**config.mk**
```make
export PLATFORM = sky130hd
export DESIGN_NAME = mem_arbiter
export DESIGN_NICKNAME = d
export VERILOG_FILES = /design/src/rtl/mem_arb_pkg.sv /design/src/rtl/mem_arb_rr_arb2.sv /design/src/rtl/mem_arbiter.sv
export SDC_FILE = /design/constraint.sdc
export NUM_CORES = 1
export LEC_CHECK = 0
export ABC_AREA = 0
export CAP_MARGIN = 10
export CORE_AREA = 5 5 101 103
export CTS_CLUSTER_DIAMETER = 50
export DETAILED_ROUTE_END_ITERATION = 6
export DIE_AREA = 0 0 106 108
export GPL_ROUTABILITY_DRIVEN = 0
export PLACE_DENSITY = 0.66
export SYNTH_ARGS = -nofsm -noshare
export SYNTH_HDL_FRONTEND = slang
export SYNTH_SLANG_ARGS = --single-unit
```
**constraint.sdc**
```tcl
create_clock -name clk -period 2.9 [get_ports clk]
set_input_delay 0.435 -clock clk [delete_from_list [all_inputs] [get_ports clk]]
set_output_delay 0.435 -clock clk [all_outputs]
set_load 0.05 [all_outputs]
```
**src/rtl/mem_arb_pkg.sv**
```systemverilog
// Shared types and constants for the two-port memory arbiter.
// Optional build macro: MEM_ARB_FIXED_PRIO_EN (fixed priority, load/store wins ties).
package mem_arb_pkg;
    typedef enum logic [1:0] {IDLE = 2'd0, BUSY = 2'd1, ERR = 2'd2} state_t;

    localparam int NPORT   = 2;
    localparam int PORT_IF = 0;
    localparam int PORT_LS = 1;
    localparam int CNT_W   = 4;
endpackage

```
**src/rtl/mem_arb_rr_arb2.sv**
```systemverilog
// Two-way arbiter: round-robin on the last-grant pointer, or fixed priority
// (port 1 wins) when MEM_ARB_FIXED_PRIO_EN is defined.
module rr_arb2
    import mem_arb_pkg::*;
(
    input  logic [NPORT-1:0] i_req,
    input  logic             i_last,
    input  logic             i_en,
    output logic [NPORT-1:0] o_gnt,
    output logic             o_win
);
    always_comb begin
        o_gnt = '0;
        o_win = 1'b0;
        if (i_en && (|i_req)) begin
`ifdef MEM_ARB_FIXED_PRIO_EN
            o_win = i_req[PORT_LS];
`else
            // On a tie the port that was not granted last goes next.
            if (&i_req) o_win = ~i_last;
            else        o_win = i_req[PORT_LS];
`endif
            o_gnt[o_win] = 1'b1;
        end
    end
endmodule

```
**src/rtl/mem_arbiter.sv**
```systemverilog
// Arbiter/sequencer for one shared fixed-latency SRAM, one transaction in flight.
// Build macro MEM_ARB_FIXED_PRIO_EN selects fixed priority instead of round-robin.
module mem_arbiter
    import mem_arb_pkg::*;
#(
    parameter int XLEN = 32,
    parameter int LAT  = 2
) (
    input  logic                 clk,
    input  logic                 i_reset,
    input  logic [NPORT-1:0]     i_req,
    input  logic [NPORT-1:0]     i_we,
    input  logic [2*XLEN-1:0]    i_addr,
    input  logic [2*XLEN-1:0]    i_wdata,
    output logic [NPORT-1:0]     o_gnt,
    output logic [NPORT-1:0]     o_rsp_valid,
    output logic [NPORT-1:0]     o_rsp_err,
    output logic [XLEN-1:0]      o_rdata,
    output logic                 o_mem_req,
    output logic                 o_mem_we,
    output logic [XLEN-1:0]      o_mem_addr,
    output logic [XLEN-1:0]      o_mem_wdata,
    input  logic [XLEN-1:0]      i_mem_rdata,
    output state_t               o_dbg_state
);
    state_t             r_state, w_next;
    logic [CNT_W-1:0]   r_cnt, w_cnt_next;
    logic               r_owner, r_we;
    logic               w_last, w_win;
    logic [NPORT-1:0]   w_gnt;
    logic [XLEN-1:0]    w_addr_win, w_wdata_win;

`ifdef MEM_ARB_FIXED_PRIO_EN
    assign w_last = 1'b1;
`else
    logic r_last;
    assign w_last = r_last;
`endif

    rr_arb2 u_arb (
        .i_req  (i_req),
        .i_last (w_last),
        .i_en   (r_state == IDLE),
        .o_gnt  (w_gnt),
        .o_win  (w_win)
    );

    assign w_addr_win  = i_addr[w_win*XLEN +: XLEN];
    assign w_wdata_win = i_wdata[w_win*XLEN +: XLEN];
    assign o_dbg_state = r_state;

    // Handshake: a requester holds req/we/addr/wdata until it sees its
    // one-cycle gnt; the matching rsp_valid pulse follows later.
    always_comb begin
        w_next      = r_state;
        w_cnt_next  = r_cnt;
        o_gnt       = '0;
        o_mem_req   = 1'b0;
        o_mem_we    = 1'b0;
        o_mem_addr  = {w_addr_win[XLEN-1:2], 2'b00};
        o_mem_wdata = w_wdata_win;
        o_rsp_valid = '0;
        o_rsp_err   = '0;
        o_rdata     = '0;
        case (r_state)
            IDLE: begin
                if (|w_gnt) begin
                    o_gnt = w_gnt;
                    if (|w_addr_win[1:0]) begin
                        w_next = ERR;
                    end else begin
                        o_mem_req  = 1'b1;
                        o_mem_we   = i_we[w_win];
                        w_next     = BUSY;
                        w_cnt_next = CNT_W'(LAT - 1);
                    end
                end
            end
            BUSY: begin
                // Count 0 is the cycle the SRAM presents read data.
                if (r_cnt == '0) begin
                    o_rsp_valid[r_owner] = 1'b1;
                    o_rdata              = r_we ? '0 : i_mem_rdata;
                    w_next               = IDLE;
                end else begin
                    w_cnt_next = r_cnt - 1'b1;
                end
            end
            ERR: begin
                o_rsp_valid[r_owner] = 1'b1;
                o_rsp_err[r_owner]   = 1'b1;
                w_next               = IDLE;
            end
            default: w_next = IDLE;
        endcase
    end

    always_ff @(posedge clk) begin
        if (!i_reset) begin
            r_state <= IDLE;
            r_cnt   <= '0;
            r_owner <= 1'b0;
            r_we    <= 1'b0;
        end else begin
            r_state <= w_next;
            r_cnt   <= w_cnt_next;
            if (|o_gnt) begin
                r_owner <= w_win;
                r_we    <= i_we[w_win];
            end
        end
    end

`ifndef MEM_ARB_FIXED_PRIO_EN
    always_ff @(posedge clk) begin
        if (!i_reset)         r_last <= 1'b1;
        else if (|o_gnt)      r_last <= w_win;
    end
`endif
endmodule
```
# Word level (Yosys, flattened, before mapping)
# Cells that the tools add are included.
[word_totals]
ram_bits = 0
output_inout_bits = 106
mem_count = 0
rom_bits = 0
word_cells = 65
inputBits = 166
reg_bits = 9
latch_bits = 0
[classes]
mul = 0
n_eq_ne = 6
order_cmp = 5
reduce_logical = 13
muxes = 32
n_bitwise = 1
n_div = 0
add_sub_neg = 1
shift = 2
[ops]
columns = ["op", "count"]
rows = [
  ["$shiftx A64 B7 Y32", 2],
  ["$mux W32", 3],
  ["$mux W2", 8],
  ["$mux W1", 13],
  ["$mux W4", 3],
  ["$ne A2 B2 Y1 const B", 4],
  ["$pmux W2 S2", 2],
  ["$pmux W4 S2", 1],
  ["$reduce_or A2 Y1", 4],
  ["$lt A1 B2 Y1 const B", 3],
  ["$logic_not A4 Y1", 1],
  ["$reduce_and A2 Y1", 2],
  ["$reduce_and A4 Y1", 1],
  ["$sub A4 B1 Y4 const B", 1],
  ["$logic_and A1 B1 Y1", 3],
  ["$demux W1 S1", 2],
  ["$eq A2 B1 Y1 const B", 1],
  ["$eq A2 B2 Y1 const B", 1],
  ["$ge A1 B1 Y1 const B", 2],
  ["$logic_not A2 Y1", 1],
  ["$reduce_bool A2 Y1", 1],
  ["$not A1 Y1", 1],
]

# Longest topological paths before layout
# Gate-level depths: netlist (run 1).
[depth]
ltp_word = 12
ltp_mapped = 9
mapped_depth_nobuf = 7

# Cells and area by module
# From an unflattened synthesis (run 1), not the netlist that was laid out.
[unflattened]
hier_cells = 187
area_unflattened_um2 = 1594.0
[by_module_without_submodules]
columns = ["module", "area_per_inst_um2", "instances", "cells_per_inst"]
rows = [
  ["mem_arbiter", 1565.3, 1, 181],
  ["rr_arb2", 28.8, 1, 6],
]

# Worst setup path before layout (run 1)
# No wires, ideal clock.
[synth_path]
kind = "register to output"
from = "register r_state[0], in the netlist o_dbg_state[0]"
to = "output port o_mem_we"
required_time_ps = 2465
slack_ps = -441
arrival_ps = 2906
stages_incl_launch_ff = 8
n_path_buf = 1
path_cell_list = "dfxtp_1 -> inv_1 -> ha_1 -> clkbuf_1 -> nand2_1 -> a21oi_1 -> a22oi_1 -> nor2_1"
[synth_between]
elab_chain_cells = 8
[synth_rtl]
columns = ["item", "line_no", "text"]
rows = [
  ["start, declared", "mem_arbiter.sv:26", "state_t r_state, w_next;"],
  ["start signal, assigned", "mem_arbiter.sv:105", "r_state <= w_next;"],
  ["$logic_not A2 Y1 (*)", "mem_arbiter.sv:43, mem_arbiter.sv:65", ""],
  ["$logic_and A1 B1 Y1", "mem_arb_rr_arb2.sv:15", "if (i_en && (|i_req)) begin"],
  ["$mux W1", "mem_arb_rr_arb2.sv:15", ""],
  ["$shiftx A64 B7 Y32 / $mux W1 (equally long branches)", "mem_arbiter.sv:48, mem_arbiter.sv:73", ""],
  ["$reduce_or A2 Y1 / $mux W1 (equally long branches)", "mem_arbiter.sv:69, mem_arbiter.sv:73", ""],
  ["$mux W1", "mem_arbiter.sv:69", "if (|w_addr_win[1:0]) begin"],
  ["$mux W1", "mem_arbiter.sv:67", "if (|w_gnt) begin"],
  ["$mux W1 (*)", "mem_arbiter.sv:65", "case (r_state)"],
  ["end, declared", "mem_arbiter.sv:20", "output logic o_mem_we,"],
]
# Every way passes the cells marked *; elsewhere a longest branch is shown, timed or not. The select of a mux whose other input is x is not followed.

# Final worst setup path (run 1)
[layout_path]
from = "input port i_req[1]"
to = "output port o_mem_wdata[17]"
[layout_between]
elab_chain_cells = 5
[layout_rtl]
columns = ["item", "line_no", "text"]
rows = [
  ["start, declared", "mem_arbiter.sv:11", "input logic [NPORT-1:0] i_req,"],
  ["$reduce_and A2 Y1", "mem_arb_rr_arb2.sv:20", "if (&i_req) o_win = ~i_last;"],
  ["$mux W1", "mem_arb_rr_arb2.sv:20", ""],
  ["$mux W1", "mem_arb_rr_arb2.sv:15", ""],
  ["$mux W1 (*)", "mem_arb_rr_arb2.sv:15", ""],
  ["$shiftx A64 B7 Y32 (*)", "mem_arbiter.sv:49", "assign w_wdata_win = i_wdata[w_win*XLEN +: XLEN];"],
  ["end, declared", "mem_arbiter.sv:22", "output logic [XLEN-1:0] o_mem_wdata,"],
]
# Marked as above.

==> out/metrics.yaml, run 1 <==
status: "finished, final reports clean"
setup_viol: 0
path_class: "input pin to primary output"
critical_path_buf_inv_count: 4
startpoint_type: "input pin"
grt-ovfl-total: 0
ys_top_cells_by_count: "nand2_1 (195), and2_1 (34), clkbuf_1 (11)"
rows: 35
fmax_mhz: 368.5
ant_nets: 0
areaGrowthSynthToFinish_pct: 236.3
hold_path_class: "flop to flop"
grt_start_max_net_pins: 64
cp.depth: 8
pin_count: 272
crit_fanout: 30
drc: 0
cp_data_arrival_time_ns: 2.28
layout.area.seq_um2: 180.2
slew_headroom_pct: 59.70
yosysMostFrequentCell: "nand2_1"
cts_setup_buffers: 0
rsz0062_at_grt: "no"
drt_iter0_markers: 107
hpwl_mm: 10.11
wirelength_mm: 11.74
synthArstFlopShare_pct: 0
cp_top_family: "buffers and inverters"
antenna_found_initial: 0
syn-instance-count: 319
cap_violations: 0
grtUsageTotal_pct: 19.25
ys_seq_elements: 9
tns_ns: 0
hold_buffers: 0
slowest_stage: "clkdlybuf4s50_1"
antennaDiodeCount: 0
required_ns: 2.47
power_density_mw_per_mm2: 356.8
clock-root-buffer: "clkbuf_8"
holdPathStages: 2
hold_viol: 0
avgSynthCellArea_um2: 5.052
synthTopCellsByArea: "nand2_1 (45%), and2_1 (13%), dfxtp_1 (11%)"
final_util_pct: 59.51
post_cts_resized: 0
vias_per_cell: 4.321
crit_top_cell: "nand2_1"
core_mm2: 0.009109
synth-edff-count: 0
fin_crit_sh_pct: 93.57
dieArea_mm2: 0.01145
synthFlopType: "dfxtp_1"
portBuffers: 269
multi_input_area_mm2: 0.001303
slowest_delay_ns: 0.58
grt_pass1_vias: 3015
routedWlPerCell_um: 17.04
drtPass1Iterations: 4
drive_gt1_share_pct: 20.24
clk_pin_slew_worst_paths_ns: 0.04
ys_warn_count: 0
worstMarginPinSlew_ns: 0.6045
die_y_um: 108
num-fill-cells: 805
initial_core_util_pct: 17.69
cts.path.max_buffers: 2
num_vias: 2977
die_x_um: 106
grt_pass1_wl_mm: 17.28
cts_buffers: 3
layout.nets: 749
cts_tree: "done"
ys_seq_area_share_pct: 11.18
synth.cell_area_mm2: 0.001612
yosysTopAreaCellShare_pct: 45.42
crit_chain: "clkdlybuf4s50_1 > nand2_2 > or2_2 > inv_2 > buf_4 > nand2_1 > nand2_1 > buf_12"
yosys.area.top_type: "nand2_1"
cts_sinks: 9
finalCriticalPeriod_ns: 2.713
ys_types: 37
worstSkewPairLatency_ns: 0.23
endpoint_kind: "primary output"
fin_skew_ns: 0.003033
vdd_drop_max_mv: 0.3175
slew_violations: 0
p_leak_uw: 0.002471
htreeDepth: 1
reg2reg_depth: 6
[layout by cell type, fill, tap and decap left out, types with 2 or more instances in the layout]
cell	count
nand2_1	195
clkdlybuf4s50_1	170
buf_12	98
and2_1	34
dfxtp_1	9
inv_1	8
nor2_1	8
buf_4	6
a21oi_1	5
o21ai_0	4
ha_1	4
clkbuf_8	3
nand4_1	2
nand3_1	2
a32o_1	2
a31oi_1	2
conb_1	2
[final timing paths]
| path | from | endpoint | slack [ns] |
|---|---|---|---|
| max reg2reg | o_dbg_state[1] | r_cnt[3] | 0.96 |
| min reg2reg | r_we | r_we | 0.46 |
| max | i_req[1] | o_mem_wdata[17] | 0.19 |
| min | r_we | r_we | 0.46 |
[power breakdown]
| group | leakage, uW | switching (uW) | internal [uW] |
|---|---|---|---|
| combinational | 0.00237 | 859 | 787 |
| clock | 0.0000228 | 46.3 | 95.5 |
| sequential | 0.0000737 | 10.3 | 136 |
| total | 0.00247 | 915 | 1020 |
[sequential cells by signal, indices dropped and copies added (netlist names)]
name / flops
r_cnt: 4
r_last: 1
r_owner: 1
r_we: 1
o_dbg_state: 2
[cells by family after synthesis]
family | Yosys count | share of synthesized area [%]
other | 1 | 0.2327
AND/OR/NAND/NOR | 252 | 67.08
AO/OA/AOI/OAI | 23 | 9.784
adder cells (fa/ha/maj) | 4 | 3.106
flip-flops | 9 | 11.18
buffers and inverters | 30 | 8.618
[layer usage]
layer | share of wire [%] | wire length, um | global-route usage [%]
met3 | 6.7 | 782 | 4.239
met1 | 37 | 4370 | 21.08
met4 | 1.5 | 180 | 4.440
met2 | 55 | 6409 | 37.61
met5 | 0 | 0 | 0
[stage by stage]
step / cells / total power, uW / hold slack, ns / setup slack (ns) / area (um2)
3_3_place_gp: 685 / 1784 / 0.4467 / 0.2185 / 5371
2_1_floorplan: 320 / 889.2 / 0.4367 / 0.1029 / 1622
3_5_place_dp: 685 / 1801 / 0.4478 / 0.1616 / 5371
4_1_cts: 689 / 1948 / 0.4539 / 0.1600 / 5416
5_1_grt: 689 / 2018 / 0.4839 / 0.07590 / 5420
6_report: 689 / 1934 / 0.4567 / 0.1866 / 5420
[cell type report]
class,instances,share of cell area (%)
timing repair buffer,275,68.63
multi-input combinational,281,24.03
sequential,9,3.324
tap,111,2.562
clock buffer,4,0.8310
inverter,9,0.6233
[worst min-delay path: stages (launching register included)]
cell	delay, ns
dfxtp_1	0.30
nand2_1	0.05
a21oi_1	0.05
Power figures use the tool's default switching activity.
==> run 2, diff against run 1 <==
CORE_AREA = 5 5 102 104   (was 5 5 101 103)
DIE_AREA = 0 0 107 109   (was 0 0 106 108)
PLACE_DENSITY = 0.67   (was 0.66)
clock period = 2.18 ns   (was 2.9 ns; I/O delays follow)
==> run 2 against run 1 <==
Core utilization grew 3.0 points. Clock-buffer cell count is the same. First-iteration DRC count shrank 9.3%. Sequential power grew 33%. Worst hold slack gained 0.0069 ns. Global-route usage shrank 0.50 points. Die area grew 1.9%. Non-clock buffer count grew 13. Design area grew 9.1%. Sequential cell count is the same. Sequential share of layout area shrank 0.19 points. Total power grew 44%.
==> out/metrics.yaml, run 2 (synthesis results as in run 1) <==
routedWlPerCell_um: 16.92
drt_iter0_markers: 97
areaGrowthSynthToFinish_pct: 267.0
endpoint_kind: "primary output"
slowest_delay_ns: 0.43
required_ns: 1.85
vias_per_cell: 4.321
num_vias: 3046
wirelength_mm: 11.93
fin_skew_ns: 0.0006379
cts.path.max_buffers: 2
multi_input_area_mm2: 0.001560
whs_ns: 0.4636
portBuffers: 269
initial_core_util_pct: 17.04
hold_path_class: "flop to flop"
die_x_um: 107
worstSkewPairLatency_ns: 0.24
path_class: "input pin to primary output"
clock-root-buffer: "clkbuf_8"
slew_violations: 0
status: "finished, final reports clean"
slew_headroom_pct: 65.66
fmax_mhz: 465.7
hold_viol: 0
layout.nets: 762
worstMarginPinSlew_ns: 0.5152
layout_commonest_cell: "clkdlybuf4s50_1"
grtUsageTotal_pct: 18.74
ant_nets: 0
cts_tree: "done"
cts_buffers: 3
slowest_stage: "clkdlybuf4s50_1"
grt_pass1_wl_mm: 16.97
die_y_um: 109
pin_count: 272
p_leak_uw: 0.002606
final_util_pct: 62.53
drtPass1Iterations: 4
grt-ovfl-total: 0
num-fill-cells: 795
grt_pass1_vias: 3008
fin_crit_sh_pct: 98.50
power_density_mw_per_mm2: 471.9
setup_viol: 0
cap_violations: 0
crit_chain: "clkdlybuf4s50_1 > and2_4 > or2_4 > clkinv_8 > clkbuf_16 > nand2_1 > nand2_2 > buf_12"
drive_gt1_share_pct: 34.35
antennaDiodeCount: 0
rows: 36
startpoint_type: "input pin"
drc: 0
cp_data_arrival_time_ns: 1.82
most-common-layout-cells: "clkdlybuf4s50_1 (166), nand2_1 (136), buf_12 (103)"
largest_reg_flops: 4
place_inst: 699
core_mm2: 0.009459
finalCriticalPeriod_ns: 2.147
max_flop_register: "r_cnt"
layout.area.seq_um2: 185.2
dieArea_mm2: 0.01166
grt_start_max_net_pins: 42
clk_pin_slew_worst_paths_ns: 0.05
htreeDepth: 1
cts_sinks: 9
antenna_found_initial: 1
fin_cells: 705
vdd_drop_max_mv: 0.3299
hpwl_mm: 10.12
crit_fanout: 16
[run 2: cell count changes in the layout (fill, tap and decap cells not counted), sizes merged]
cell,previous run,this run
clkinv,0,1
dlymetal6s2s,0,1
clkdlybuf4s50,170,166
clkbuf,4,5
buf,105,120
inv,9,8
[run 2: path summary, 6_finish.rpt]
kind                  start              to  slack (ns)  cells after the start
min                    r_we            r_we        0.46                      2
max reg2reg  o_dbg_state[1]        r_cnt[3]        0.28                      6
min reg2reg            r_we            r_we        0.46                      2
max                i_req[0]  o_mem_addr[26]        0.03                      8
[run 2: worst max-delay path, delay by kind of cell]
| kind | cells | cell delay (ns) |
|---|---|---|
| buffers and inverters | 4 | 0.85 |
| and+or+nand+nor | 4 | 0.63 |
[run 2: layer usage]
metal  vias up  part of all wire (%)  global-route usage [%]
li1       1532                     -                       -
met3        13                    12                   8.644
met1      1347                    34                   19.48
met4         2                   1.1                   3.014
met2       152                    53                   35.12
met5         -                 0.059                       0
[run 2: per-stage QoR]
| step | worst slack [ns] | setup TNS [ns] | total power, uW | area, um2 |
|---|---|---|---|---|
| after floorplan | -0.02852 | -1.472 | 1274 | 1847 |
| after global placement | -0.09883 | -3.471 | 2520 | 5731 |
| after detailed placement | -0.1084 | -4.708 | 2535 | 5731 |
| after CTS | 0.004510 | 0 | 2782 | 5844 |
| after global routing | -0.01058 | -0.02426 | 2911 | 5914 |
| final | 0.03262 | 0 | 2791 | 5914 |
[run 2: area by class of cell]
| class | instances | area share, % |
|---|---|---|
| inverters | 9 | 0.8250 |
| multi-input cells | 281 | 26.38 |
| clock buffers | 4 | 0.7616 |
| flip-flops and latches | 9 | 3.131 |
| repair buffers | 288 | 66.49 |
| well taps | 114 | 2.412 |
[run 2: report_power, final]
part | internal, uW | total [uW] | switching [uW]
registers | 181 | 194 | 13.4
clock network | 128 | 201 | 73.4
logic | 1170 | 2400 | 1220
total | 1480 | 2790 | 1310
[run 2: repair_timing]
action / in CTS / in global routing
setup buffers: 0 / 1
pin swaps: 1 / 5
gates cloned: 1 / 1
gates resized for setup: 13 / 10
hold buffers: 0 / 0
endpoints found under the setup margin: 65 / 98
hold endpoints to repair: 0 / 0
